[config.mk]
export PLATFORM = sky130hd
export DESIGN_NAME = pc_fetch
export DESIGN_NICKNAME = d
export VERILOG_FILES = /design/src/rtl/cpu_defs.sv /design/src/rtl/pc_fetch.sv
export SDC_FILE = /design/constraint.sdc
export NUM_CORES = 1
export LEC_CHECK = 0
export BUFFER_PORTS_ARGS = -buffer_cell sky130_fd_sc_hd__buf_2
export CAP_MARGIN = 20
export CELL_PAD_IN_SITES_DETAIL_PLACEMENT = 1
export CELL_PAD_IN_SITES_GLOBAL_PLACEMENT = 2
export CORE_AREA = 2 2 133 135
export CTS_CLUSTER_DIAMETER = 30
export DETAILED_ROUTE_END_ITERATION = 7
export DIE_AREA = 0 0 135 137
export PLACE_DENSITY_LB_ADDON = 0.1
export SYNTH_ARGS = -nofsm -noshare
export SYNTH_HDL_FRONTEND = slang
export SYNTH_SLANG_ARGS = --single-unit
[constraint.sdc]
create_clock -name clk -period 2.2 [get_ports clk]
set_input_delay 0.33 -clock clk [delete_from_list [all_inputs] [get_ports clk]]
set_output_delay 0.33 -clock clk [all_outputs]
set_load 0.005 [all_outputs]
[src/rtl/cpu_defs.sv]
// rtl/cpu_defs.sv - shared fetch-sequencer state encoding and reset constants
package cpu_defs;

  typedef enum logic [1:0] {
    ST_BOOT  = 2'd0,
    ST_REQ   = 2'd1,
    ST_HOLD  = 2'd2,
    ST_FAULT = 2'd3
  } fetch_state_t;

  localparam logic [31:0] RESET_PC_DEFAULT = 32'h0000_3000;

  function automatic logic word_aligned(input logic [31:0] addr);
    return addr[1:0] == 2'b00;
  endfunction

endpackage

[src/rtl/pc_fetch.sv]
// rtl/pc_fetch.sv - PC register and req/ack instruction fetch sequencer
module pc_fetch
  import cpu_defs::*;
#(
  parameter logic [31:0] RESET_PC = RESET_PC_DEFAULT
) (
  input  logic        clk,
  input  logic        rst,
  input  logic [31:0] next_pc,
  output logic [31:0] pc,
  output logic        imem_req,
  output logic [31:0] imem_addr,
  input  logic        imem_ack,
  input  logic [31:0] imem_rdata,
  output logic [31:0] instr,
  output logic        instr_valid,
  input  logic        instr_ready,
  output logic        fetch_fault,
  output logic [31:0] instr_count
);

  fetch_state_t state, state_next;
  logic         capture;
  logic         accept;
  logic         load_pc;

  always_ff @(posedge clk) begin
    if (rst) begin
      state       <= ST_BOOT;
      pc          <= RESET_PC;
      instr       <= 32'h0;
      instr_count <= 32'h0;
    end else begin
      state <= state_next;
      if (capture) instr <= imem_rdata;
      if (accept) instr_count <= instr_count + 32'd1;
      if (load_pc) pc <= next_pc;
    end
  end

  always_comb begin
    state_next = state;
    capture    = 1'b0;
    accept     = 1'b0;
    load_pc    = 1'b0;
    case (state)
      ST_BOOT: state_next = ST_REQ;
      ST_REQ: begin
        if (imem_ack) begin
          capture    = 1'b1;
          state_next = ST_HOLD;
        end
      end
      ST_HOLD: begin
        if (instr_ready) begin
          accept = 1'b1;
          // A misaligned target is never loaded; pc keeps the last good value.
          if (word_aligned(next_pc)) begin
            load_pc    = 1'b1;
            state_next = ST_REQ;
          end else begin
            state_next = ST_FAULT;
          end
        end
      end
      default: state_next = ST_FAULT;
    endcase
  end

  assign imem_req    = (state == ST_REQ);
  assign instr_valid = (state == ST_HOLD);
  assign fetch_fault = (state == ST_FAULT);
  assign imem_addr   = pc;

endmodule

Yosys cells after proc, flatten, opt, wreduce, memory -nomap -nowiden
Cells that the tools add are included.
Word-level totals
  output and inout bits: 131
  logic and storage cells: 24
  register bits: 98
  bits of input ports: 68
Operators by class
  reduce and logical (&&, ||, !) cells: 3
  $add $sub $neg: 1
  equal/unequal tests: 5
  multiplexer cells: 11
Operators with widths (count)
  $add 32x1->32 const B: 1
  $mux 1: 7
  $mux 2: 3
  $pmux 2 s3: 1
  $eq 2x2->1 const B: 2
  $logic_not 2->1: 2
  $ne 2x1->1 const B: 2
  $eq 2x1->1 const B: 1
  $reduce_and 2->1: 1

Longest topological paths before layout
  depth in word-level cells: 4
  mapped depth: 7
  mapped depth without buffers: 5

Least setup slack after synthesis
No wires, ideal clock.
  path kind: register to register
  from: register instr_count[0]
  to: register instr_count[20]
  clock period less this slack: 2018 ps
  library setup time: 70 ps
  path buffers: 1
  path slack: 182 ps
  arrival: 1948 ps
  data required time: 2130 ps
  stages on the path, launching flop included: 7
  path through: dfxtp_1 > ha_1 > nand2_1 > or4_4 > buf_6 > or4_1 > a21oi_1
Between the ends
  longest elaborated chain between the ends: 1
RTL lines
  from (decl): line pc_fetch.sv:19  | output logic [31:0] instr_count
  from (signal assigned): line pc_fetch.sv:36  | if (accept) instr_count <= instr_count + 32'd1;
  $add 32x1->32: line pc_fetch.sv:36
No other way between the ends.
A chain may end at the register's enable or synchronous reset.

Final worst setup path
  from: register instr_count[11]
  to: register instr_count[31]
Same word-level chain as after synthesis.

==> flow_metrics.tcl <==
set metrics [dict create \
    dp_slack_ps 58.9 \
    drv_cap 0 \
    syn_inst 496 \
    post_cts_resized 0 \
    final_util_pct 31.4 \
    start_util_pct 23.6 \
    clock_path_buffers 2 \
    vias_per_cell 4.48 \
    clk_pin_slew_ps 70 \
    post-cts-setup-buffer-count 0 \
    synthFlopType "dfxtp_1" \
    cp.required_ps 2480 \
    arrival_ps 2320 \
    layout-drive-gt1-share_pct 36.3 \
    ys_seq_elements 98 \
    clock.fmax_mhz 489 \
    switching_share_pct 23.1 \
    area_growth_pct 33.2 \
    clockRootBuffer "clkbuf_16" \
    synth_fp_nets 565 \
    yosys.area.top_type_share_pct 48.7 \
    p_int_mw 2.80 \
    post-route-min-period_ps 2040 \
    ir_drop_mv 0.325 \
    p_leak_nw 2.34 \
    core_area_mm2 0.0171 \
    yosys.area.top_type "dfxtp_1" \
    ant_nets 0 \
    yosys_warnings 0 \
    grt_pass1_vias 3845 \
    max_stage_delay_ps 550 \
    die_w_um 135 \
    pwr-share-seq_pct 50.2 \
    final-setup-viol-count 0 \
    synthTopCellsByArea "dfxtp_1 49%, nand2_1 12%, a21oi_1 10%, buf_4 6.0%, or4_1 3.2%" \
    io_pins 199 \
    switchingPower_mw 0.842 \
    tns_ps 0 \
    cts_hold_buffers 0 \
    regArea_mm2 0.00197 \
    drt_first_pass_iters 4 \
    die-area_mm2 0.0185 \
    status "finished, final reports clean" \
    num_antenna_cells 0 \
    antenna_found_initial 1 \
    max_slew_margin_pct 54.9 \
    first_iter_violations 96 \
    path_cells "nand4_1 -> or4_1 -> buf_4 -> or4_1 -> a21oi_1" \
    path_class "flip-flop to flip-flop" \
    port_buffers 198 \
    crit_path_top_delay_cell "or4_1" \
    post-route-period-util_pct 92.9 \
    grt_pass1_wl_um 20000 \
    gp_congestion 0.735 \
    critPathCaptureType "flip-flop" \
    multiInputGateArea_mm2 0.00168 \
    cts_tree "built" \
    grt.total_usage_pct 13.9 \
    ys_async_sr_fraction_pct 0 \
    grt_max_degree 46 \
    hpwl_um 9320 \
    avgSynthCellArea_um2 8.12 \
    layout_setup_ws_ps 156 \
    design_area_mm2 0.00536 \
    nNetsFinal 725 \
    min_path_type "primary input to flip-flop" \
    skew_ps 9.61 \
    path_common_cell "or4_1" \
    rsz0062_at_grt "false" \
    syn_area_mm2 0.00403 \
    synthMostInstantiatedCell "nand2_1" \
    powerDensity_mw_per_mm2 679 \
    pwr-share-clk_pct 43.0 \
    tightestPinTransition_ps 677 \
    dr_total_vias 3969 \
    clock_latency_ps 350 \
    fillers 2092 \
    yosysUniqueCellTypes 33 \
    synth_edf_count 0 \
    grt_overflow 0 \
    placed_area_mm2 0.00507 \
    slew_violations 0 \
    crit_path_start_kind "flip-flop" \
    wl_per_cell_um 14.7 \
    clock-sinks 98 \
    hold_violations 0 \
    cts_max_level 3 \
    yosysSeqAreaShare_pct 48.7 \
    power_frac_comb_pct 6.8 \
    synthTopCellsByCount "134 x nand2_1, 98 x dfxtp_1, 84 x a21oi_1, 32 x buf_4, 31 x clkbuf_1" \
    rows 48 \
    numCtsBuffers 9 \
    route.detailed.drc 0 \
    totalWireLength_um 13000 \
    crit_fanout 16 \
    fin_hold_ws_ps 198 \
    die_h_um 137 \
]
-- logic make-up after synthesis --
| family | count (synthesis) | synth area share (%) |
|---|---|---|
| AOI/OAI and AO/OA | 109 | 14.6 |
| xor gates and xnor gates | 8 | 1.74 |
| adders and majority gates | 1 | 0.311 |
| buffers and inverters | 70 | 9.69 |
| DFF | 98 | 48.7 |
| muxes | 1 | 0.249 |
| and+or+nand+nor | 209 | 24.7 |
-- routing by layer --
layer,track usage (%),up-vias,share of wire [%]
li1,-,1976,-
met1,16.9,1859,43
met2,22.3,115,47
met3,5.00,17,7.7
met4,5.96,2,1.8
met5,0,-,0.084
-- power by group through the flow --
stage               Sequential, mW  Clock, mW  Combinational [mW]
finish                        1.83       1.56               0.247
global route                  1.83       1.73               0.283
CTS                           1.83       1.65               0.256
detailed placement            1.87          0               0.255
global placement              1.87          0               0.252
floorplan                     1.88          0               0.103
-- flip-flops by register name, indices dropped and copies added, names as in the netlist --
| signal | cells |
|---|---|
| imem_addr | 32 |
| instr | 32 |
| instr_count | 32 |
| state | 2 |
-- critical path: cells and delay by family, from the launching register on --
kind,cells,cell delay [ps]
buffers and inverters,1,210
DFF,1,400
and+or+nand+nor,3,1220
AOI/OAI and AO/OA,1,140
-- cells in the final DEF (no fill, tap or decap), types with 3 or more instances in the layout --
cell / Yosys / final
a21oi_1: 84 / 84
buf_2: 0 / 197
buf_4: 32 / 15
clkbuf_16: 0 / 9
dfxtp_1: 98 / 91
dfxtp_2: 0 / 7
inv_1: 6 / 6
nand2_1: 134 / 134
nand3_1: 8 / 8
nand3b_1: 3 / 3
nand4_1: 10 / 10
nor2_1: 10 / 9
o21ai_0: 8 / 8
o31ai_1: 15 / 15
or3_1: 9 / 9
or4_1: 17 / 17
xnor2_1: 4 / 4
xor2_1: 4 / 4
-- final timing paths --
kind / startpoint / endpoint / slack, ps / depth (start not counted)
min: next_pc[12] / imem_addr[12] / 200 / 3
max: instr_count[11] / instr_count[31] / 160 / 5
min reg2reg: instr[29] / instr[29] / 450 / 2
max reg2reg: instr_count[11] / instr_count[31] / 160 / 5
-- cell type report --
cell class                      count  share of cell area (%)
Clock buffer                       11                    4.34
Clock inverter                      5                    1.03
Inverter                            6                   0.420
Multi-Input combinational cell    328                    31.4
Sequential cell                    98                    36.7
Tap cell                          225                    5.25
Timing Repair Buffer              213                    20.9
-- metrics by stage --
| step | instances | power, mW |
|---|---|---|
| floorplan | 496 | 1.98 |
| global route | 886 | 3.84 |
| CTS | 886 | 3.74 |
| finish | 886 | 3.64 |
| detailed placement | 870 | 2.13 |
| global placement | 870 | 2.12 |
Power figures use the tool's default switching activity.
